===== src/rtl/regbank_reader.sv =====
//------------------------------------------------------------------------------
// Module   : regbank_reader
// Brief    : DEPTH x W register bank with decoded write port and a burst
//            read engine streaming words over valid/ready, tagged by index.
// Options  : REGBANK_READER_BYPASS_EN forwards a same-cycle write into a load.
// Revision : 1.0 - initial release
//------------------------------------------------------------------------------
`default_nettype none

module regbank_reader #(
    parameter  int W     = 8,
    parameter  int DEPTH = 8,
    localparam int SW    = $clog2(DEPTH)
) (
    input  logic          clk,
    input  logic          rst_n,
    input  logic          wr_en,
    input  logic [SW-1:0] sel,
    input  logic [W-1:0]  wd,
    input  logic          start,
    input  logic [SW-1:0] start_idx,
    input  logic [SW:0]   count,
    input  logic          abort,
    output logic          rd_valid,
    input  logic          rd_ready,
    output logic [W-1:0]  rd_data,
    output logic [SW-1:0] rd_idx,
    output logic          busy,
    output logic          done
);

    typedef enum logic [1:0] {
        IDLE  = 2'd0,
        FETCH = 2'd1,
        SEND  = 2'd2
    } state_t;

    localparam logic [SW:0] DEPTH_W = (SW+1)'(DEPTH);

    state_t        state_q, state_d;
    logic [W-1:0]  mem_q [DEPTH];
    logic [SW-1:0] ptr_q, ptr_d;
    logic [SW:0]   rem_q, rem_d;
    logic          rd_valid_q, rd_valid_d;
    logic [W-1:0]  rd_data_q, rd_data_d;
    logic [SW-1:0] rd_idx_q, rd_idx_d;
    logic          done_q, done_d;

    logic [SW-1:0] ptr_inc;
    logic [SW-1:0] load_idx;
    logic [W-1:0]  load_data;

    assign ptr_inc  = ptr_q + SW'(1);
    // In SEND the only load is the word after the one being handed off.
    assign load_idx = (state_q == SEND) ? ptr_inc : ptr_q;

`ifdef REGBANK_READER_BYPASS_EN
    assign load_data = (wr_en && (sel == load_idx)) ? wd : mem_q[load_idx];
`else
    assign load_data = mem_q[load_idx];
`endif

    always_ff @(posedge clk) begin
        if (!rst_n) begin
            for (int i = 0; i < DEPTH; i++) begin
                mem_q[i] <= '0;
            end
        end else if (wr_en) begin
            mem_q[sel] <= wd;
        end
    end

    always_ff @(posedge clk) begin
        if (!rst_n) begin
            state_q    <= IDLE;
            ptr_q      <= '0;
            rem_q      <= '0;
            rd_valid_q <= 1'b0;
            rd_data_q  <= '0;
            rd_idx_q   <= '0;
            done_q     <= 1'b0;
        end else begin
            state_q    <= state_d;
            ptr_q      <= ptr_d;
            rem_q      <= rem_d;
            rd_valid_q <= rd_valid_d;
            rd_data_q  <= rd_data_d;
            rd_idx_q   <= rd_idx_d;
            done_q     <= done_d;
        end
    end

    always_comb begin
        state_d    = state_q;
        ptr_d      = ptr_q;
        rem_d      = rem_q;
        rd_valid_d = rd_valid_q;
        rd_data_d  = rd_data_q;
        rd_idx_d   = rd_idx_q;
        done_d     = 1'b0;
        case (state_q)
            IDLE: begin
                if (start) begin
                    if (count == '0) begin
                        done_d = 1'b1;
                    end else begin
                        ptr_d   = start_idx;
                        rem_d   = (count > DEPTH_W) ? DEPTH_W : count;
                        state_d = FETCH;
                    end
                end
            end
            FETCH: begin
                if (abort) begin
                    rd_valid_d = 1'b0;
                    state_d    = IDLE;
                end else begin
                    rd_data_d  = load_data;
                    rd_idx_d   = load_idx;
                    rd_valid_d = 1'b1;
                    state_d    = SEND;
                end
            end
            SEND: begin
                // Abort wins over a same-cycle handshake.
                if (abort) begin
                    rd_valid_d = 1'b0;
                    state_d    = IDLE;
                end else if (rd_valid_q && rd_ready) begin
                    if (rem_q > (SW+1)'(1)) begin
                        ptr_d     = ptr_inc;
                        rem_d     = rem_q - (SW+1)'(1);
                        rd_data_d = load_data;
                        rd_idx_d  = load_idx;
                    end else begin
                        rd_valid_d = 1'b0;
                        done_d     = 1'b1;
                        state_d    = IDLE;
                    end
                end
            end
            default: begin
                rd_valid_d = 1'b0;
                state_d    = IDLE;
            end
        endcase
    end

    assign rd_valid = rd_valid_q;
    assign rd_data  = rd_data_q;
    assign rd_idx   = rd_idx_q;
    assign busy     = (state_q != IDLE);
    assign done     = done_q;

endmodule

`default_nettype wire

===== config.mk =====
export PLATFORM = sky130hd
export DESIGN_NAME = regbank_reader
export DESIGN_NICKNAME = d
export VERILOG_FILES = /design/src/rtl/regbank_reader.sv
export SDC_FILE = /design/constraint.sdc
export NUM_CORES = 1
export LEC_CHECK = 0
export BUFFER_PORTS_ARGS = -buffer_cell sky130_fd_sc_hd__buf_2
export CORE_MARGIN = 4
export CORE_UTILIZATION = 55
export CTS_BUF_LIST = sky130_fd_sc_hd__clkbuf_8
export CTS_CLUSTER_DIAMETER = 60
export DETAILED_ROUTE_END_ITERATION = 8
export GPL_TIMING_DRIVEN = 0
export PLACE_DENSITY = 0.78
export RECOVER_POWER = 50
export SLEW_MARGIN = 20
export SYNTH_ARGS = -nofsm -noshare
export SYNTH_HDL_FRONTEND = slang
export SYNTH_SLANG_ARGS = --single-unit

===== constraint.sdc =====
create_clock -name clk -period 1.8 [get_ports clk]
set_input_delay 0.09 -clock clk [delete_from_list [all_inputs] [get_ports clk]]
set_output_delay 0.09 -clock clk [all_outputs]
set_load 0.01 [all_outputs]

==> results of run 1 <==
## synth_stat cells (all sizes together) (4+ instances only)
cell type | instances | share of area [%]
a211oi | 5 | 0.93
a21oi | 8 | 1.1
and2 | 65 | 10
buf | 4 | 0.93
dfxtp | 22 | 11
edfxtp | 64 | 48
inv | 14 | 1.3
mux4 | 16 | 9.6
nand2 | 25 | 2.3
nand2b | 7 | 1.1
nand3 | 4 | 0.49
nor2 | 18 | 1.7
nor3 | 7 | 0.87
nor3b | 7 | 1.4
o21ai | 17 | 2.1
o221ai | 8 | 1.9
## per-layer routing
layer | up-vias | track usage [%] | wire, um
li1 | 1289 | - | -
met1 | 1307 | 23.6 | 3280
met2 | 86 | 38.0 | 4560
met3 | 10 | 5.93 | 490
met4 | 0 | 4.69 | 102
met5 | - | 0 | 0
## power by group through the flow
stage                     Combinational [mW]  Clock [mW]  Sequential [mW]
final                                  0.561        1.24             2.29
after global routing                   0.605        1.35             2.30
after CTS                              0.544        1.25             2.29
after detailed placement               0.452           0             2.33
after global placement                 0.440           0             2.33
after floorplan                        0.305           0             2.33
## stage by stage
stage | instance area [um^2] | utilization, %
3_3_place_gp | 4370 | 60.6
6_report | 4790 | 66.3
4_1_cts | 4710 | 65.3
2_1_floorplan | 4060 | -
5_1_grt | 4790 | 66.3
3_5_place_dp | 4370 | 60.6
## logic make-up (layout without fill, tap and decap cells)
family,count (synthesis),after routing,share of synthesized area (%)
xor+xnor,1,1,0.681
simple gates,142,142,19.6
flops,86,86,58.4
mux,16,16,9.56
fa+ha+maj,3,3,0.928
buf+inv,21,87,2.51
compound gates,49,49,8.35
## worst max-delay path, stage by stage, from the launching register on
cell	delay, ps
dfxtp_4	350
and2b_4	280
xnor2_4	130
buf_12	160
buf_12	120
mux4_2	500
nand2_2	110
o221ai_2	100
## worst min path at each step
stage,to,slack [ps],startpoint,cells past startpoint
floorplan,state_q[1],170,abort,1
global placement,state_q[1],330,abort,2
detailed placement,state_q[1],340,abort,2
CTS,ptr_q[1],30,start_idx[1],3
global route,mem_q[7][1],100,wd[1],2
finish,ptr_q[1],50,start_idx[1],3
## what timing repair did
item / CTS / global route
pin swaps: 3 / 5
buffers inserted: 8 / 1
endpoints found under the hold margin: 3 / 0
gates cloned: 1 / 0
hold buffers: 3 / 0
gates resized for setup: 19 / 16
setup endpoints to repair: 18 / 18
## registers in the layout, indices dropped and copies added, names as in the netlist
signal,flops
done,1
rem_q,4
rd_data,8
mem_q,64
state_q,2
rd_valid,1
rd_idx,3
ptr_q,3
## layout make-up
cell class | count | area (um^2) | share of cell area, %
Tap cell | 99 | 124 | 2.59
Sequential cell | 86 | 2370 | 49.6
Multi-Input combinational cell | 211 | 1650 | 34.5
Inverter | 14 | 52.6 | 1.10
Buffer | 7 | 60.1 | 1.25
Clock inverter | 7 | 55.1 | 1.15
Timing Repair Buffer | 50 | 345 | 7.22
Clock buffer | 9 | 124 | 2.59
==> run summary, run 1 <==
layout cell share with drive strength beyond 1 = 28.9%
first-pass GRT wire length = 13400 um
post-route ant nets = 0
final period utilization = 104%
CTS Root Cell = clkbuf_8
top achievable clock speed = 535 MHz
worst flop-to-flop path endpoint = rd_data[0]
CTS tree = yes
CP required = 2030 ps
RSZ-0062 raised after global routing = yes
CTS sink cnt = 86
number of CTS-inserted buffers = 9
commonest non-fill, non-tap cell in the layout = and2_1
nets@finish = 406
via count of the first global-routing pass = 2754
fill cell count = 539
die area = 0.00879 mm^2
status = complete, but fails checks
switching power = 1.05 mW
crit path launch type = register
TritonRoute pass-1 iters = 4
Avg Cell Area, Syn = 12.7 um^2
Peak VDD IR = 0.650 mV
largest net degree at the start of global routing = 17
Slew HR = 40.7%
hold slack final = 52.1 ps
Mapped Nets = 345
CTS clk-pin slew, worst paths = 90 ps
Clk network pwr share = 30.3%
Buffers on Ports = 37
vias per cell = 5.57
Gate power share = 13.7%
setup ws final = -68.4 ps
pwr/cell area = 854 mW/mm^2
insertion delay to the later sink of the worst-skew pair = 350 ps
Worst-Margin Slew = 883 ps
yosys synthesis warning count = 0
# diodes = 0
CTS H-tree depth = 3
initial antenna violation count = 0
final critical path time including I/O delays and setup = 1870 ps
HPWL after DPL = 5560 um
max_cap viols = 0
HP Class = input port to register
GR Overflow Total = 0
Net Sw Frac = 25.6%
I/O pins = 38
post-route total power = 4.09 mW
Pint = 3.04 mW
final hold vios = 0
Mapped Area = 0.00405 mm^2
Max Fanout on Critical Path = 6
#FFs+latches synth = 86
Max Clock Skew = 10.4 ps
Reg power frac = 56.0%
CP arrival = 2100 ps
Setup TNS = -432 ps
Placeable Area = 0.00721 mm^2
gp weighted congestion = 0.854
sequential area share after synthesis = 58.4%
Initial Util = 56.1%
WS Path Type = register to register
CTS Buffer Depth = 2
Leak Pwr = 1.77 nW
Netlist cell types = 42
commonest cells after routing, fill and taps aside = and2_1 (65), edfxtp_1 (64), buf_2 (36)
WL final = 8430 um
FF-to-FF setup slack = -70 ps
Reg-to-Reg Start = state_q[0]
post-route DRC violation count = 0
DP Cell Count = 454
worst setup path start = state_q[0]
Async SR Flop Fraction = 0%
Slew Limit Fails = 0
fin cells = 483
crit end category = register
DRT iter0 DRCs = 139
ys flop type = edfxtp_1
pre-CTS WS = -283 ps
DR WL/cell = 17.5 um
Die Ht = 93.8 um
Vias = 2692
Die Span X = 93.8 um
Total GRT Usage = 20.6%
EDFF count, synth = 64
failing checks = negative setup slack
# rows = 31
Setup violations, final = 8
Critical Path Sink = rd_data[0]
R2R cell count = 7
Cells after Synth = 318
Area growth syn-to-layout = 18.3%
(Power assumes the default switching activity.)
==> run 2: changes to the inputs <==
- BUFFER_PORTS_ARGS: -buffer_cell sky130_fd_sc_hd__buf_2 -> unset
- CORE_UTILIZATION: 55 -> 59
- DONT_BUFFER_PORTS: unset -> 1
==> run 2 against run 1 <==
Net effect:
- the flow still finishes with violations (negative setup slack)
- die area fell by 6.2%
- clock power rose by 21%
- non-clock buffer count fell by 19
- sequential cell count did not move
==> run summary, run 2 (same netlist as run 1, synthesis figures left out) <==
Area growth syn-to-layout = 20.0%
die area = 0.00824 mm^2 (-6.2%)
switching power = 1.07 mW (+1.7%)
CTS clk-pin slew, worst paths = 80 ps (about the same)
Gate power share = 13.2% (-0.5 points)
Slew HR = 13.5% (-27 points)
final period utilization = 104% (+0.54 points)
nets@finish = 388 (-4.4%)
insertion delay to the later sink of the worst-skew pair = 360 ps (about the same)
Initial Util = 62.3% (+6.2 points)
Slew Limit Fails = 0 (unchanged)
crit path launch type = register
Placeable Area = 0.00649 mm^2 (-10%)
Reg power frac = 52.5% (-3.5 points)
Buffers on Ports = 0 (-100%)
first-pass GRT wire length = 14300 um (+6.2%)
Clk network pwr share = 34.3% (+4.0 points)
WL final = 9430 um (+12%)
setup ws final = -78.1 ps (-9.66 ps)
Die Ht = 90.8 um (-3.2%)
Max Clock Skew = 9.43 ps (-1.02 ps)
max reg flops = 64 (unchanged)
CTS H-tree depth = 3 (unchanged)
DRT iter0 DRCs = 188 (+35%)
TritonRoute pass-1 iters = 6 (+2)
layout cell share with drive strength beyond 1 = 23.8% (-5.1 points)
GR Overflow Total = 0 (unchanged)
CTS tree = yes
Net Sw Frac = 24.3% (-1.3 points)
crit end category = register
CTS Root Cell = clkbuf_8
# diodes = 0 (unchanged)
top achievable clock speed = 532 MHz (-0.51%)
Total GRT Usage = 22.8% (+2.1 points)
Vias = 2748 (+2.1%)
Pint = 3.32 mW (+9.1%)
status = complete, but fails checks
Setup violations, final = 8 (unchanged)
post-route total power = 4.38 mW (+7.2%)
failing checks = negative setup slack
post-route ant nets = 0 (unchanged)
Post-DP Area = 0.00416 mm^2 (-4.9%)
HP Class = input port to register
final hold vios = 0 (unchanged)
CTS sink cnt = 86 (unchanged)
via count of the first global-routing pass = 2706 (-1.7%)
pre-CTS WS = -311 ps (-28.5 ps)
Most flops, register = mem_q
Worst-Margin Slew = 1280 ps (+401 ps)
Setup TNS = -549 ps (-117 ps)
post-route cell area = 0.00485 mm^2 (+1.4%)
gp weighted congestion = 0.821 (-3.9%)
DR WL/cell = 21.3 um (+22%)
commonest non-fill, non-tap cell in the layout = edfxtp_1
post-route DRC violation count = 0 (unchanged)
CP arrival = 2100 ps (about the same)
I/O pins = 38 (unchanged)
Peak VDD IR = 0.644 mV (-0.85%)
Leak Pwr = 1.67 nW (-5.3%)
Max Fanout on Critical Path = 5 (-1)
max_cap viols = 0 (unchanged)
# rows = 29 (-6.5%)
vias per cell = 6.20 (+11%)
RSZ-0062 raised after global routing = yes
final critical path time including I/O delays and setup = 1880 ps (+9.66 ps)
number of CTS-inserted buffers = 9 (unchanged)
commonest cells after routing, fill and taps aside = edfxtp_1 (64), and2_0 (33), and2_1 (32)
WS Path Type = register to register
CTS Buffer Depth = 2 (unchanged)
initial antenna violation count = 0 (unchanged)
CP required = 2020 ps (about the same)
HPWL after DPL = 5640 um (+1.4%)
pwr/cell area = 903 mW/mm^2 (+5.7%)
Die Span X = 90.8 um (-3.2%)
largest net degree at the start of global routing = 16 (-1)
run 2: area by class of cell:
cell class                 count  area (um^2)
buffer                         7         58.8
clock buffer                   9          124
clock inverter                 7         96.3
fill                         404         1640
inverter                      14         52.6
multi-input combinational    212         1710
sequential                    86         2380
tap                           77         96.3
timing repair buffer          31          337
run 2: routing by layer:
layer / share of wire, % / GRT usage, %
met1: 37 / 28.3
met2: 52 / 38.5
met3: 8.4 / 6.67
met4: 2.1 / 6.78
met5: 0 / 0
run 2: timing repair:
action,4_1_cts,5_1_grt
gates cloned,1,2
gates resized for setup,22,28
setup buffers,11,4
pin swaps,4,10
hold buffers,15,0
endpoints found under the setup margin,17,19
hold endpoints to repair,75,0
run 2: path summary, 6_finish.rpt:
path,startpoint,endpoint,slack [ps],cells past startpoint
setup / recovery,state_q[0],rd_data[0],-80,7
hold reg to reg,rem_q[3],rem_q[3],510,2
setup reg to reg,state_q[0],rd_data[0],-80,7
hold / removal,abort,done,30,3
run 2: critical path: stages (launching register included):
cell and delay [ps]:
dfxtp_4 360, and2b_4 290, xnor2_4 140, buf_12 150, buf_12 120, mux4_2 510
nand2_1 80, o221ai_1 100
run 2: metrics by stage:
step / std cells / hold WS (ps) / util, %
2_1_floorplan: 318 / 167 / -
3_3_place_gp: 395 / 170 / 64.0
3_5_place_dp: 395 / 172 / 64.0
4_1_cts: 438 / 20.4 / 72.4
5_1_grt: 443 / 42.0 / 74.7
6_report: 443 / 30.9 / 74.7
run 2: power groups by stage:
stage	Sequential, mW	Combinational (mW)	Clock (mW)
2_1_floorplan	2.33	0.305	0
3_3_place_gp	2.34	0.373	0
3_5_place_dp	2.35	0.385	0
4_1_cts	2.30	0.518	1.51
5_1_grt	2.31	0.618	1.60
6_report	2.30	0.578	1.50
==> run 3: changes to the inputs <==
- CORE_UTILIZATION: 59 -> 70
- PLACE_DENSITY: 0.78 -> 0.86
- SKIP_CTS_REPAIR_TIMING: unset -> 1
- clock period: 1.8 -> 2.2 ns (I/O delays scaled with it)
==> run 3 against run 2 <==
Net effect:
- clock skew increased by 0.79 ps
- via count decreased by 5.2%
- critical path type unchanged
- the flow finishes with violations (negative hold slack)
- highest routed layer unchanged
- cell area decreased by 6.8%
==> run summary, run 3 (same netlist as run 1, synthesis figures left out) <==
status = complete, but fails checks
failing checks = negative hold slack
number of CTS-inserted buffers = 9 (unchanged)
Peak VDD IR = 0.691 mV (+7.3%)
WS Path Type = register to register
Gate power share = 10.5% (-2.7 points)
via count of the first global-routing pass = 2653 (-2.0%)
Initial Util = 73.0% (+11 points)
final hold vios = 2 (+2)
Setup violations, final = 0 (-8)
hold slack final = -8.12 ps (-39.1 ps)
commonest non-fill, non-tap cell in the layout = edfxtp_1
Most flops, register = mem_q
GR Overflow Total = 0 (unchanged)
DR WL/cell = 20.3 um (-4.5%)
Max Fanout on Critical Path = 10 (+5)
setup ws final = 103 ps (+181 ps)
post-route ant nets = 0 (unchanged)
max_cap viols = 0 (unchanged)
CTS tree = yes
Slew HR = 17.1% (+3.5 points)
CP required = 2410 ps (+390 ps)
post-route DRC violation count = 0 (unchanged)
Post-DP Area = 0.00414 mm^2 (-0.51%)
Placeable Area = 0.00554 mm^2 (-15%)
Max Clock Skew = 10.2 ps (+0.787 ps)
WL met1 = 3080 um (-13%)
DRT iter0 DRCs = 160 (-15%)
nets@finish = 370 (-4.6%)
Die Ht = 84.0 um (-7.5%)
Worst-Margin Slew = 1230 ps (-52.5 ps)
gp weighted congestion = 0.821 (about the same)
Buffers on Ports = 0 (unchanged)
Area growth syn-to-layout = 11.8%
crit path launch type = register
switching power = 0.824 mW (-23%)
WL final = 8540 um (-9.5%)
first-pass GRT wire length = 13300 um (-6.5%)
CTS H-tree depth = 3 (unchanged)
post-route cell area = 0.00452 mm^2 (-6.8%)
Net Sw Frac = 23.7% (-0.63 points)
Clk network pwr share = 35.2% (+0.9 points)
Critical Path Slowest Stage Cell = dfxtp_1
CTS clk-pin slew, worst paths = 90 ps (about the same)
max reg flops = 64 (unchanged)
largest net degree at the start of global routing = 16 (unchanged)
metal2 WL = 4590 um (-6.4%)
layout cell share with drive strength beyond 1 = 13.2% (-11 points)
Reg power frac = 54.3% (+1.8 points)
max incr delay on CP = 420 ps (-90 ps)
Vias = 2606 (-5.2%)
Die Span X = 84.0 um (-7.5%)
CTS Root Cell = clkbuf_8
met3 wire length = 550 um (-31%)
CP arrival = 2310 ps (+210 ps)
commonest cells after routing, fill and taps aside = edfxtp_1 (64), and2_0 (46), nand2_1 (25)
pwr/cell area = 769 mW/mm^2 (-15%)
insertion delay to the later sink of the worst-skew pair = 350 ps (about the same)
vias per cell = 6.20 (about the same)
TritonRoute pass-1 iters = 4 (-2)
pre-CTS WS = -174 ps (+138 ps)
CTS sink cnt = 86 (unchanged)
I/O pins = 38 (unchanged)
DR top layer = met4
# diodes = 0 (unchanged)
final period utilization = 95.3% (-9.0 points)
Total GRT Usage = 25.4% (+2.6 points)
HP Class = input port to register
die area = 0.00706 mm^2 (-14%)
Leak Pwr = 1.57 nW (-5.9%)
Pint = 2.65 mW (-20%)
CTS Buffer Depth = 2 (unchanged)
Setup TNS = 0 ps (+549 ps)
initial antenna violation count = 0 (unchanged)
crit path cell chain = ha_1, and3b_2, a21oi_4, buf_6, mux4_2, nand2_1, o221ai_1
final critical path time including I/O delays and setup = 2100 ps (+219 ps)
# rows = 27 (-6.9%)
Slew Limit Fails = 0 (unchanged)
top achievable clock speed = 477 MHz (-10%)
crit end category = register
HPWL after DPL = 5680 um (+0.74%)
run 3: metrics by stage:
stage,power [mW],utilization [%],instances
after global routing,3.60,81.7,420
after floorplan,2.15,-,318
final,3.48,81.7,420
after global placement,2.21,74.6,390
after CTS,3.42,78.6,406
after detailed placement,2.23,74.6,390
run 3: layout make-up:
type	count	area (um^2)
clock buffer	9	124
clock inverter	7	97.6
timing repair buffer	14	145
tap	72	90.1
fill	332	1020
inverter	14	52.6
multi-input combinational	211	1600
sequential	86	2360
buffer	7	55.1
run 3: final timing paths:
| path | startpoint | endpoint | slack (ps) | cells after the start |
|---|---|---|---|---|
| min reg2reg | rem_q[3] | rem_q[3] | 520 | 2 |
| min | start | done | -8 | 2 |
| max | ptr_q[1] | rd_data[2] | 100 | 7 |
| max reg2reg | ptr_q[1] | rd_data[2] | 100 | 7 |
run 3: worst max-delay path: cells and delay by family, from the launching register on:
kind / cells / cell delay [ps]
compound gates: 2 / 380
mux: 1 / 350
fa+ha+maj: 1 / 260
flops: 1 / 420
buf+inv: 1 / 220
simple gates: 2 / 330
run 3: power groups by stage:
stage	clock network [mW]	logic (mW)	registers (mW)
floorplan	0	0.247	1.90
global placement	0	0.299	1.91
detailed placement	0	0.308	1.92
CTS	1.22	0.315	1.89
global route	1.31	0.394	1.90
finish	1.22	0.365	1.89
run 3: per-layer routing:
layer  vias to the layer above  GRT usage [%]
met1                      1255           28.5
met4                         0           13.3
met3                        29           5.73
li1                       1232              -
met5                         -              0
met2                        90           44.8
